<file path="src/rtl/pwm_bank_if.sv">
// pwm_bank_if: configuration handshake bus for pwm_bank
// Signals:
//   cfg_valid  - master offers a new configuration
//   cfg_ready  - slave can accept a configuration
//   cfg_period - PWM period in clk cycles
//   cfg_duty   - per-channel high time, channel i at [i*CNT_W +: CNT_W]
//   cfg_phase  - per-channel phase offset, packed like cfg_duty
//   cfg_dead   - dead time in cycles, shared by all channels
interface pwm_bank_if #(
  parameter int N_CH  = 2,
  parameter int CNT_W = 16,
  parameter int DT_W  = 8
);
  logic                  cfg_valid;
  logic                  cfg_ready;
  logic [CNT_W-1:0]      cfg_period;
  logic [N_CH*CNT_W-1:0] cfg_duty;
  logic [N_CH*CNT_W-1:0] cfg_phase;
  logic [DT_W-1:0]       cfg_dead;
  modport master (output cfg_valid, cfg_period, cfg_duty, cfg_phase, cfg_dead, input cfg_ready);
  modport slave  (input cfg_valid, cfg_period, cfg_duty, cfg_phase, cfg_dead, output cfg_ready);
endinterface

</file>
<file path="src/rtl/pwm_bank.sv">
// pwm_bank: multi-channel phase-shifted PWM with complementary dead-time outputs
// Ports:
//   clk     - clock, rising edge
//   rst     - asynchronous active-low reset
//   en      - run enable; counter held at 0 and gates forced low while 0
//   cfg     - pwm_bank_if slave; configurations are double-buffered and
//             applied only at a period boundary or while disabled
//   ctrl_hi - high-side gate drive per channel
//   ctrl_lo - low-side gate drive per channel
//   sync    - one-cycle pulse at the start of each period
module pwm_bank #(
  parameter int N_CH       = 2,
  parameter int CNT_W      = 16,
  parameter int DT_W       = 8,
  parameter int DEF_PERIOD = 100,
  parameter int DEF_DUTY   = 50,
  parameter int DEF_DEAD   = 0
) (
  input  logic            clk,
  input  logic            rst,
  input  logic            en,
  pwm_bank_if.slave       cfg,
  output logic [N_CH-1:0] ctrl_hi,
  output logic [N_CH-1:0] ctrl_lo,
  output logic            sync
);
  localparam int RW = DT_W + 1;
  logic [CNT_W-1:0]          a_period, p_period, cnt, per;
  logic [N_CH*CNT_W-1:0]     a_duty, a_phase, p_duty, p_phase;
  logic [DT_W-1:0]           a_dead, p_dead;
  logic                      p_valid, wrap, apply, accept;
  logic [N_CH-1:0]           raw, last_raw, hi_nxt, lo_nxt;
  logic [N_CH-1:0][RW-1:0]   run, run_nxt;
  assign per          = a_period < CNT_W'(2) ? CNT_W'(2) : a_period;
  assign wrap         = en && cnt == per - CNT_W'(1);
  assign apply        = p_valid && (wrap || !en);
  assign accept       = cfg.cfg_valid && !p_valid;
  assign cfg.cfg_ready = !p_valid;
  for (genvar i = 0; i < N_CH; i++) begin : g_ch
    logic [CNT_W-1:0] ph, duty;
    logic [CNT_W:0]   sum, pos;
    logic             same;
    assign duty = a_duty[i*CNT_W +: CNT_W];
    assign ph   = a_phase[i*CNT_W +: CNT_W] >= per ? '0 : a_phase[i*CNT_W +: CNT_W];
    assign sum  = {1'b0, cnt} + {1'b0, ph};
    assign pos  = sum >= {1'b0, per} ? sum - {1'b0, per} : sum;
    assign raw[i] = en && pos < {1'b0, duty};
    // run counts consecutive equal raw samples; 0 means no valid history
    // (after reset, while disabled, or after a dead-time change), so outputs
    // stay low until D+1 real samples agree
    assign same       = raw[i] == last_raw[i] && run[i] != '0;
    assign run_nxt[i] = !en ? '0 : !same ? RW'(1) : &run[i] ? run[i] : run[i] + RW'(1);
    assign hi_nxt[i]  = raw[i] && run_nxt[i] > {1'b0, a_dead};
    assign lo_nxt[i]  = en && !raw[i] && run_nxt[i] > {1'b0, a_dead};
  end
  always_ff @(posedge clk or negedge rst) begin
    if (!rst) begin
      cnt      <= '0;
      a_period <= CNT_W'(DEF_PERIOD);
      a_duty   <= {N_CH{CNT_W'(DEF_DUTY)}};
      a_phase  <= '0;
      a_dead   <= DT_W'(DEF_DEAD);
      p_period <= '0;
      p_duty   <= '0;
      p_phase  <= '0;
      p_dead   <= '0;
      p_valid  <= 1'b0;
      run      <= '0;
      last_raw <= '0;
      ctrl_hi  <= '0;
      ctrl_lo  <= '0;
      sync     <= 1'b0;
    end else begin
      cnt      <= !en || wrap ? '0 : cnt + CNT_W'(1);
      last_raw <= raw;
      run      <= apply && p_dead != a_dead ? '0 : run_nxt;
      ctrl_hi  <= hi_nxt;
      ctrl_lo  <= lo_nxt;
      sync     <= en && cnt == '0;
      // accept needs p_valid=0 and apply needs p_valid=1, so they never collide;
      // an accept in a wrap cycle therefore waits for the following wrap
      if (accept) begin
        p_period <= cfg.cfg_period;
        p_duty   <= cfg.cfg_duty;
        p_phase  <= cfg.cfg_phase;
        p_dead   <= cfg.cfg_dead;
        p_valid  <= 1'b1;
      end
      if (apply) begin
        a_period <= p_period;
        a_duty   <= p_duty;
        a_phase  <= p_phase;
        a_dead   <= p_dead;
        p_valid  <= 1'b0;
      end
    end
  end
endmodule

</file>
<file path="src/flat_wrapper.sv">
// flat-port wrapper written by rule: the top's interface ports become plain ports
module pwm_bank_flat 
#(
  parameter int N_CH       = 2,
  parameter int CNT_W      = 16,
  parameter int DT_W       = 8,
  parameter int DEF_PERIOD = 100,
  parameter int DEF_DUTY   = 50,
  parameter int DEF_DEAD   = 0
)
  (clk, rst, en, ctrl_hi, ctrl_lo, sync, cfg_cfg_valid, cfg_cfg_period, cfg_cfg_duty, cfg_cfg_phase, cfg_cfg_dead, cfg_cfg_ready);
  pwm_bank_if #(.N_CH(N_CH), .CNT_W(CNT_W), .DT_W(DT_W)) cfg_i ();
  input  logic clk;
  input  logic rst;
  input  logic en;
  output logic [N_CH-1:0] ctrl_hi;
  output logic [N_CH-1:0] ctrl_lo;
  output logic sync;
  input wire logic [$bits(cfg_i.cfg_valid)-1:0] cfg_cfg_valid;
  input wire logic [$bits(cfg_i.cfg_period)-1:0] cfg_cfg_period;
  input wire logic [$bits(cfg_i.cfg_duty)-1:0] cfg_cfg_duty;
  input wire logic [$bits(cfg_i.cfg_phase)-1:0] cfg_cfg_phase;
  input wire logic [$bits(cfg_i.cfg_dead)-1:0] cfg_cfg_dead;
  output wire logic [$bits(cfg_i.cfg_ready)-1:0] cfg_cfg_ready;
  assign cfg_i.cfg_valid = cfg_cfg_valid;
  assign cfg_i.cfg_period = cfg_cfg_period;
  assign cfg_i.cfg_duty = cfg_cfg_duty;
  assign cfg_i.cfg_phase = cfg_cfg_phase;
  assign cfg_i.cfg_dead = cfg_cfg_dead;
  assign cfg_cfg_ready = cfg_i.cfg_ready;
  pwm_bank #(.N_CH(N_CH), .CNT_W(CNT_W), .DT_W(DT_W), .DEF_PERIOD(DEF_PERIOD), .DEF_DUTY(DEF_DUTY), .DEF_DEAD(DEF_DEAD)) u_core (.clk(clk), .rst(rst), .en(en), .cfg(cfg_i), .ctrl_hi(ctrl_hi), .ctrl_lo(ctrl_lo), .sync(sync));
endmodule
</file>
<file path="config.mk">
export PLATFORM = sky130hd
export DESIGN_NAME = pwm_bank_flat
export DESIGN_NICKNAME = d
export VERILOG_FILES = /design/src/rtl/pwm_bank_if.sv /design/src/rtl/pwm_bank.sv /design/src/flat_wrapper.sv
export SDC_FILE = /design/constraint.sdc
export NUM_CORES = 1
export LEC_CHECK = 0
export ABC_CLOCK_PERIOD_IN_PS = 14500
export BUFFER_PORTS_ARGS = -buffer_cell sky130_fd_sc_hd__buf_2
export CAP_MARGIN = 10
export CORE_AREA = 2 2 143 215
export CTS_BUF_LIST = sky130_fd_sc_hd__clkbuf_2 sky130_fd_sc_hd__clkbuf_4 sky130_fd_sc_hd__clkbuf_8
export DETAILED_ROUTE_END_ITERATION = 6
export DIE_AREA = 0 0 145 217
export GPL_TIMING_DRIVEN = 0
export PLACE_DENSITY = 0.63
export SYNTH_ARGS = -nofsm -noshare
export SYNTH_HDL_FRONTEND = slang
export SYNTH_SLANG_ARGS = --single-unit
</file>
<file path="constraint.sdc">
create_clock -name clk -period 14.5 [get_ports clk]
set_clock_uncertainty 0.1 [all_clocks]
set_input_delay 2.175 -clock clk [delete_from_list [all_inputs] [get_ports clk]]
set_output_delay 2.175 -clock clk [all_outputs]
set_load 0.005 [all_outputs]
</file>
==> summary.txt <==
Status: finished, final reports clean
Post-DRT Antenna Nets: 0
Static Leak: 7.742 nW
Initial antenna violation count: 0
Final Hold Fails: 0
Setup TNS: 0 ns
CP top delay family: compound AO/OA/AOI/OAI gates
Critical Path AT: 13.50 ns
Synthesized area per cell: 10.43 sq um
Die X: 145 microns
Starting Density: 0.4923
RSZ-0062 raised after global routing: no
CTS tree: yes
Largest net degree at the start of global routing: 114
Die H: 217 microns
First-pass GRT wire length: 59480 microns
Die Area: 31470 sq um
Final slew viol count: 0
Core Box Area: 29770 sq um
FF/Latch Area: 5466 sq um
Post-synth top flop: dfrtp_1
Smallest hold slack: 0.4019 ns
RD Place Congestion: 0.9080
Most common cell in the netlist: dfrtp_1
Clk_lat worst skew: 0.55 ns
Worst relative slew slack: 0.3997
Setup CP Type: flip-flop to flip-flop
Area leader, netlist: dfrtp_1
Vias in the first global route: 11540
Setup crit end kind: flip-flop
Clock-pin slew on the worst setup and hold paths: 0.06 ns
Max Clk Rate: 75.86 MHz
Switching power: 1.843 mW
Sw Share: 0.4528
DRC viols: 0
Setup bufs post-CTS: 0
Hold Crit Start: u_core.p_duty[15]
R2r startpoint: u_core.a_period[10]
Buf/Inv on CP: 5
Clk pwr share: 0.135
Clk root buf: clkbuf_8
HP Class: flip-flop to flip-flop
Fraction of layout cells with a size suffix above 1: 0.2447
Post-DP HPWL: 28880 microns
Int Pwr: 2.227 mW
Post-synth ARST share: 1.000
Number of flops mapped to enable cells by yosys: 0
Total number of vias: 11020
Slowest cell delay on critical path: 0.60 ns
Site Rows: 78
Worst-margin pin slew: 0.8985 ns
Area of the multi-input gates: 8703 sq um
Worst-path maximum fanout: 10
FF+latch count, synth: 218
Post-CTS Resized: 0
Tcrit/Tclk final: 0.9091
ANT cells: 0
Critical path startpoint category: flip-flop
Mean routed wirelength per cell: 18.82 microns
Hold_buf cts: 0
Slowest-stage cell, CP: a211oi_1
Combinational fraction of design power: 0.632
Top-area cell type share of the netlist area: 0.3569
Syn-to-layout area delta: 11.89%
Fin crit period: 13.18 ns
Final setup fails: 0
CTS buffer count: 36
Avg Vias per Cell: 5.607
Final net count: 1785
Pwr dens: 248.2 nW/um^2
Bufs on Longest Clock Path: 3
Total global-route track usage: 0.2405
Initial DRC count: 539
Post-Syn Nets: 1650
Clock sink count: 218
Max-cap violations: 0
Crit path top cell by count: a21o_1
Ys Warns: 0
Post-synth top cells: dfrtp_1 (209), mux2_2 (168), ha_1 (149)
Sequential share of the synthesized area: 0.3730
Top post-synthesis cells by area: dfrtp_1 (36%), mux2_2 (13%), ha_1 (13%)
Layout fillers: 2712
Total wire length: 36980 microns
Initial DRT Pass Iterations: 5
Peak VDD IR: 0.1411 mV
Cell count after synthesis: 1405
Seq pwr share: 0.233
Cell area after synthesis: 14650 sq um
Yosys cell types: 67
Port Buf Inserts: 96
Overflow after GRT: 0
H-tree lvl count: 2
Worst setup path startpoint: u_core.a_period[10]
Io pins: 98
Worst EP required: 14.82 ns
area by class of cell:
class	instances	share of cell area
buffer	38	0.01076
clock buffer	50	0.03816
clock inverter	13	0.005952
inverter	82	0.01877
multi-input combinational	1067	0.5308
sequential	218	0.3334
tap	400	0.03053
timing repair buffer	97	0.03159
sequential cells by signal, indices dropped and copies added, names as in the netlist, 2 cells and up:
name	cells
u_core.p_phase	32
u_core.p_dead	8
u_core.p_duty	32
u_core.p_period	16
u_core.a_dead	8
u_core.a_period	16
u_core.a_phase	32
u_core.a_duty	32
u_core.ctrl_hi	2
u_core.run	18
u_core.ctrl_lo	2
u_core.cnt	16
u_core.last_raw	2
power groups by stage:
stage               combinational, mW  sequential [mW]  clock, mW
floorplan                        1.97            0.892          0
global placement                 2.51            0.958          0
detailed placement               2.55            0.962          0
CTS                              2.57            0.952      0.567
global route                     2.90            0.971      0.595
finish                           2.57            0.950      0.548
cell usage in the layout, fill, tap and decap left out, types with 49 or more instances in the layout:
cell,n
inv_1,82
buf_2,104
a21oi_1,78
o21ai_0,50
dfrtp_1,209
nor2_1,81
mux2_2,168
xnor2_1,60
ha_1,149
nand2_1,49
kinds of logic (layout without fill, tap and decap cells):
group / Yosys count / count (layout) / synth area share
XOR/XNOR: 98 / 98 / 0.05857
multiplexers: 190 / 190 / 0.1510
AND/OR/NAND/NOR: 358 / 358 / 0.1317
flip-flops: 218 / 218 / 0.3730
buffers and inverters: 120 / 280 / 0.03304
adder cells (fa/ha/maj): 153 / 153 / 0.1327
AO/OA/AOI/OAI: 268 / 268 / 0.1200
layer usage:
metal,track usage,wire length (microns),up-vias
li1,-,-,5360
met4,0.1281,1992,0
met5,0,0,-
met3,0.03543,1385,108
met2,0.4651,20060,221
met1,0.2484,13540,5328
per-stage QoR:
stage / total power [mW] / instance area (sq um) / cells / worst slack, ns / utilization
floorplan: 2.863 / 14650 / 1405 / 3.630 / -
global placement: 3.471 / 15640 / 1901 / 1.416 / 0.5253
detailed placement: 3.514 / 15670 / 1902 / 1.430 / 0.5265
CTS: 4.090 / 16400 / 1965 / 1.351 / 0.5508
global route: 4.465 / 16400 / 1965 / 0.1728 / 0.5508
finish: 4.070 / 16400 / 1965 / 1.318 / 0.5508
worst paths after layout:
check,end,depth (start not counted),slack (ns)
max,u_core.ctrl_lo[0],53,1.32
min,u_core.a_duty[15],1,0.40
max reg2reg,u_core.ctrl_lo[0],53,1.32
min reg2reg,u_core.a_duty[15],1,0.40
max in group asynchronous,u_core.a_duty[5],2,11.79
min in group asynchronous,u_core.p_phase[26],1,1.51
No activity file was read; power rests on OpenSTA's default activity.
